[src/rtl/div_seq.sv]
// Iterative restoring divider for DIV/DIVU: one quotient bit per cycle,
// stalls the pipeline until {remainder, quotient} is ready for HI/LO.
module div_seq #(
  parameter int WIDTH = 32
) (
  input  logic               clk,
  input  logic               rst,
  input  logic               signed_div_i,
  input  logic [WIDTH-1:0]   opdata1_i,
  input  logic [WIDTH-1:0]   opdata2_i,
  input  logic               start_i,
  input  logic               annul_i,
  output logic [2*WIDTH-1:0] result_o,
  output logic               ready_o,
  output logic               stall_req_o
);

  localparam int CW = $clog2(WIDTH) + 1;

  typedef enum logic [1:0] {
    S_IDLE   = 2'd0,
    S_BYZERO = 2'd1,
    S_ON     = 2'd2,
    S_END    = 2'd3
  } state_t;

  state_t           state, state_next;
  logic [CW-1:0]    cnt;
  logic [WIDTH-1:0] rem, quo, divisor;
  logic             neg_q, neg_r;
  logic [WIDTH-1:0] mag1, mag2;
  logic [WIDTH:0]   rem_sh, trial;
  logic             step_done;

  // Operand magnitudes; signs are reapplied once all quotient bits exist.
  assign mag1 = (signed_div_i && opdata1_i[WIDTH-1]) ? (~opdata1_i + WIDTH'(1)) : opdata1_i;
  assign mag2 = (signed_div_i && opdata2_i[WIDTH-1]) ? (~opdata2_i + WIDTH'(1)) : opdata2_i;

  // rem < divisor always holds, so the shifted remainder fits in WIDTH+1 bits
  // and the MSB of the trial difference is a valid sign.
  assign rem_sh    = {rem, quo[WIDTH-1]};
  assign trial     = rem_sh - {1'b0, divisor};
  assign step_done = (cnt == CW'(WIDTH));

  always_comb begin
    state_next  = state;
    stall_req_o = start_i & ~annul_i & (state != S_END);
    case (state)
      S_IDLE: begin
        if (start_i && !annul_i)
          state_next = (opdata2_i == '0) ? S_BYZERO : S_ON;
      end
      S_BYZERO: state_next = annul_i ? S_IDLE : S_END;
      S_ON: begin
        if (annul_i)        state_next = S_IDLE;
        else if (step_done) state_next = S_END;
      end
      S_END: begin
        if (annul_i || !start_i) state_next = S_IDLE;
      end
      default: state_next = S_IDLE;
    endcase
  end

  always_ff @(posedge clk) begin
    if (rst) begin
      state    <= S_IDLE;
      cnt      <= '0;
      rem      <= '0;
      quo      <= '0;
      divisor  <= '0;
      neg_q    <= 1'b0;
      neg_r    <= 1'b0;
      ready_o  <= 1'b0;
      result_o <= '0;
    end else begin
      state <= state_next;
      case (state)
        S_IDLE: begin
          ready_o  <= 1'b0;
          result_o <= '0;
          cnt      <= '0;
          if (state_next == S_ON) begin
            rem     <= '0;
            quo     <= mag1;
            divisor <= mag2;
            neg_q   <= signed_div_i & (opdata1_i[WIDTH-1] ^ opdata2_i[WIDTH-1]);
            neg_r   <= signed_div_i & opdata1_i[WIDTH-1];
          end
        end
        S_BYZERO: begin
          ready_o  <= (state_next == S_END);
          result_o <= '0;
        end
        S_ON: begin
          if (annul_i) begin
            cnt <= '0;
          end else if (!step_done) begin
            rem <= trial[WIDTH] ? rem_sh[WIDTH-1:0] : trial[WIDTH-1:0];
            quo <= {quo[WIDTH-2:0], ~trial[WIDTH]};
            cnt <= cnt + CW'(1);
          end else begin
            cnt      <= '0;
            ready_o  <= 1'b1;
            result_o <= {(neg_r ? (~rem + WIDTH'(1)) : rem),
                         (neg_q ? (~quo + WIDTH'(1)) : quo)};
          end
        end
        S_END: begin
          if (state_next == S_IDLE) begin
            ready_o  <= 1'b0;
            result_o <= '0;
          end
        end
        default: begin
          ready_o  <= 1'b0;
          result_o <= '0;
        end
      endcase
    end
  end

endmodule

[config.mk]
export PLATFORM = sky130hd
export DESIGN_NAME = div_seq
export DESIGN_NICKNAME = d
export VERILOG_FILES = /design/src/rtl/div_seq.sv
export SDC_FILE = /design/constraint.sdc
export NUM_CORES = 1
export LEC_CHECK = 0
export BUFFER_PORTS_ARGS = -buffer_cell sky130_fd_sc_hd__buf_2
export CELL_PAD_IN_SITES_DETAIL_PLACEMENT = 0
export CELL_PAD_IN_SITES_GLOBAL_PLACEMENT = 1
export CORE_MARGIN = 3
export CORE_UTILIZATION = 39
export DETAILED_ROUTE_END_ITERATION = 16
export PLACE_DENSITY_LB_ADDON = 0.1
export SYNTH_ARGS = -nofsm -noshare
export SYNTH_HDL_FRONTEND = slang
export SYNTH_SLANG_ARGS = --single-unit
[constraint.sdc]
create_clock -name clk -period 3.1 [get_ports clk]
set_input_delay 0.31 -clock clk [delete_from_list [all_inputs] [get_ports clk]]
set_output_delay 0.31 -clock clk [all_outputs]
set_load 0.05 [all_outputs]
==> metrics.yaml <==
run_status:
  status: "finished, violations left"
  violations: "setup timing"
die:
  die_h_um: 174
  die_w_um: 174
  rows: 60
  core-area_um2: 27300
  die_area_um2: 30100
  start_util_pct: 40.2
  num_io_pins: 135
placed_design:
  dpl.hpwl_mm: 26.4
  dp_slack_ps: -208
  placed_cells: 1970
  dpl_cell_area_um2: 12800
  gp_congestion: 0.872
  portBuffers: 134
clocking:
  holdBufCountCts: 0
  h-tree-depth: 4
  clock_sinks: 171
  numCtsBuffers: 17
  cts_root_buf: "clkbuf_16"
  cts_tree: "built"
  clkTransAtPathRegs_ps: 80
  clockBufferDepth: 2
  clk_latency_ps: 440
min_path:
  hp-start: "opdata2_i[30]"
  hold_class: "primary input to flip-flop"
synthesis:
  synthCells: 1439
  yosys_warnings: 0
  synth-async-reset-ratio_pct: 0
  post_synth_and_or_nand_nor_area_fraction_pct: 21.6
  synth_area_um2: 11000
  synth_ff_type: "dfxtp_1"
  yosysSeqAreaShare_pct: 31.2
  synth_edf_count: 0
  synth_top_family_by_area: "compound AO/OA/AOI/OAI gates"
  synth_compound_area_share_pct: 24.4
  synthesis.nets: 1551
  syn_avg_cell_area_um2: 7.61
  synth_adder_area_share_pct: 4.98
  synth_xor_area_share_pct: 12.1
  ys_types: 65
  ys_ff_latch: 171
  muxShareOfSynthArea_pct: 0.183
finish:
  final_area_um2: 13500
  multi_input_area_um2: 7100
  area.sequential_um2: 3430
  nNetsFinal: 1730
  num_antenna_cells: 0
  fillCellCount: 2797
  synthToLayoutAreaGrowth_pct: 23.6
  fin_cells: 2002
  drive_above_1_share_pct: 20.2
  final_util_pct: 49.7
setup_path:
  path_class: "flip-flop to flip-flop"
  worstReg2RegStart: "rem[5]"
  cp_data_arrival_time_ps: 3630
  path_cells: "or4_4, or4_4, or4_4, or4_4, or3_4, o31ai_4, xnor2_1, nand3_2, a21oi_2"
  rrSetupSlack_ps: -170
  path_delay_family: "simple AND/OR/NAND/NOR gates"
  endpoint_kind: "flip-flop"
  slowest_delay_ps: 520
  cp_slowest_cell: "or4_4"
  critPathMaxFanout: 3
  start_kind: "flip-flop"
  startpoint: "rem[5]"
  crit_top_cell: "or4_4"
  crit_buf_inv: 0
  cp.required_ps: 3460
timing:
  fmax_mhz: 306
  setup_viol: 5
  worst_slew_pin_slew_ps: 1200
  fin_ws_ps: -170
  finClkSkew_ps: 16.5
  relSlewSlack_pct: 19.7
  rsz0062_at_grt: "true"
  period_share_pct: 105
  final.min_clock_period_ps: 3270
  drv_slew: 0
  finalHoldViolations: 0
drt:
  drcViolationCount: 0
  wirelength_mm: 34.3
  ant_nets: 0
  vias_per_cell: 5.42
  vias: 10800
  wl_per_cell_um: 17.1
  drt_iter0_markers: 702
  firstDrtPassIters: 5
global_route:
  grt_pass1_vias: 10100
  antenna_found_initial: 0
  grt_max_degree: 63
  grt_overflow_total: 0
  grt_pass1_wl_mm: 54.4
  track_usage_pct: 21.9
power:
  power_frac_comb_pct: 45.5
  pwr-share-seq_pct: 30.5
  power_frac_clock_pct: 24.0
  power.leakage_uw: 0.00552
  p_int_uw: 5390
  p_per_area_nw_per_um2: 683
  p_sw_share_pct: 41.7
  p_switching_uw: 3850
  ir_worst_vdd_uv: 360
  p_total_uw: 9250
flow_run:
  max_cap_viol_count: 0
[routing by layer]
layer / track usage [%] / wire (µm) / up-vias
li1: - / - / 5489
met1: 33.1 / 17700 / 5087
met2: 33.5 / 14800 / 243
met3: 2.63 / 1430 / 24
met4: 4.73 / 327 / 0
met5: 0 / 0 / -
[tightest hold or removal path, stage by stage]
cell and delay, ps:
buf_2 100, xor2_1 80, nand2_1 60, a21oi_1 50
[cell type report]
type / instances / area share, %
multi-input cells: 1110 / 52.4
inverters: 62 / 1.72
flip-flops and latches: 171 / 25.3
well taps: 372 / 3.44
clock buffers: 18 / 3.24
repair buffers: 256 / 12.7
clock inverters: 13 / 1.15
[layout by cell type, fill, tap and decap left out, types with 7 or more instances in the layout]
cell	Yosys	final
buf_4	2	112
nor2b_1	7	7
o311ai_0	18	17
or4_4	4	8
xnor2_1	103	102
or3_1	10	10
o21ai_0	79	77
nand2_1	216	215
o41ai_1	16	13
dfxtp_1	171	167
nor4_1	14	14
nand4_1	12	12
a211oi_1	28	28
nor3_1	18	17
a31oi_1	10	10
nand3_1	84	84
a21o_1	13	13
ha_1	42	41
xor2_1	48	47
and2_1	8	8
a22o_1	27	27
buf_12	0	10
buf_2	1	133
nor2_1	81	79
or4_1	17	13
clkbuf_16	0	17
inv_1	61	61
o31ai_1	36	34
a21oi_1	129	126
nand2b_1	16	16
[path summary, 6_finish.rpt]
path                                endpoint  cells after the start
worst max register to register  result_o[61]                      9
worst min-delay path             divisor[30]                      4
worst max-delay path            result_o[61]                      9
worst min register to register  result_o[36]                      2
[synth_stat cells (7+ instances only)]
cell	instances	area, µm²
a31oi_1	10	62.6
and2_1	8	50.1
ha_1	42	526
a21oi_1	129	646
dfxtp_1	171	3420
inv_1	61	229
or4_1	17	128
nor2_1	81	304
a21o_1	13	97.6
a22o_1	27	236
nand2_1	216	811
o41ai_1	16	140
o311ai_0	18	158
o31ai_1	36	270
o21ai_0	79	395
nor2b_1	7	43.8
xor2_1	48	420
nand4_1	12	75.1
nor4_1	14	87.6
a211oi_1	28	210
nor3_1	18	90.1
nand2b_1	16	100
or3_1	10	62.6
nand3_1	84	420
xnor2_1	103	902
clkbuf_1	87	327
[flip-flops by register name, summed over array words and instances (netlist names), 2 cells and up]
register	count
cnt	6
divisor	32
quo	32
rem	32
result_o	64
state	2
[logic make-up after synthesis]
family | Yosys count
AND/OR/NAND/NOR | 507
buffers and inverters | 158
adder cells (fa/ha/maj) | 43
AO/OA/AOI/OAI | 407
flip-flops | 171
multiplexers | 2
XOR/XNOR | 151
[power groups by stage]
stage / clock (µW) / sequential [µW] / combinational (µW)
global placement: 0 / 2860 / 4150
global route: 2350 / 2870 / 4680
CTS: 2260 / 2820 / 4190
finish: 2220 / 2820 / 4210
floorplan: 0 / 2760 / 2820
detailed placement: 0 / 2870 / 4170
[metrics by stage]
| stage | setup TNS, ps | hold slack, ps |
|---|---|---|
| 6_report | -473 | 217 |
| 5_1_grt | -1350 | 219 |
| 4_1_cts | -631 | 203 |
| 3_5_place_dp | -11090 | 442 |
| 3_3_place_gp | -7140 | 438 |
| 2_1_floorplan | -348 | 432 |
[repair_timing]
action,CTS,global route
gates resized for setup,8,16
pin swaps,10,9
cloned,0,0
buffers inserted,0,1
setup endpoints to repair,13,31
Note: power is estimated with default switching activity, not from simulation.
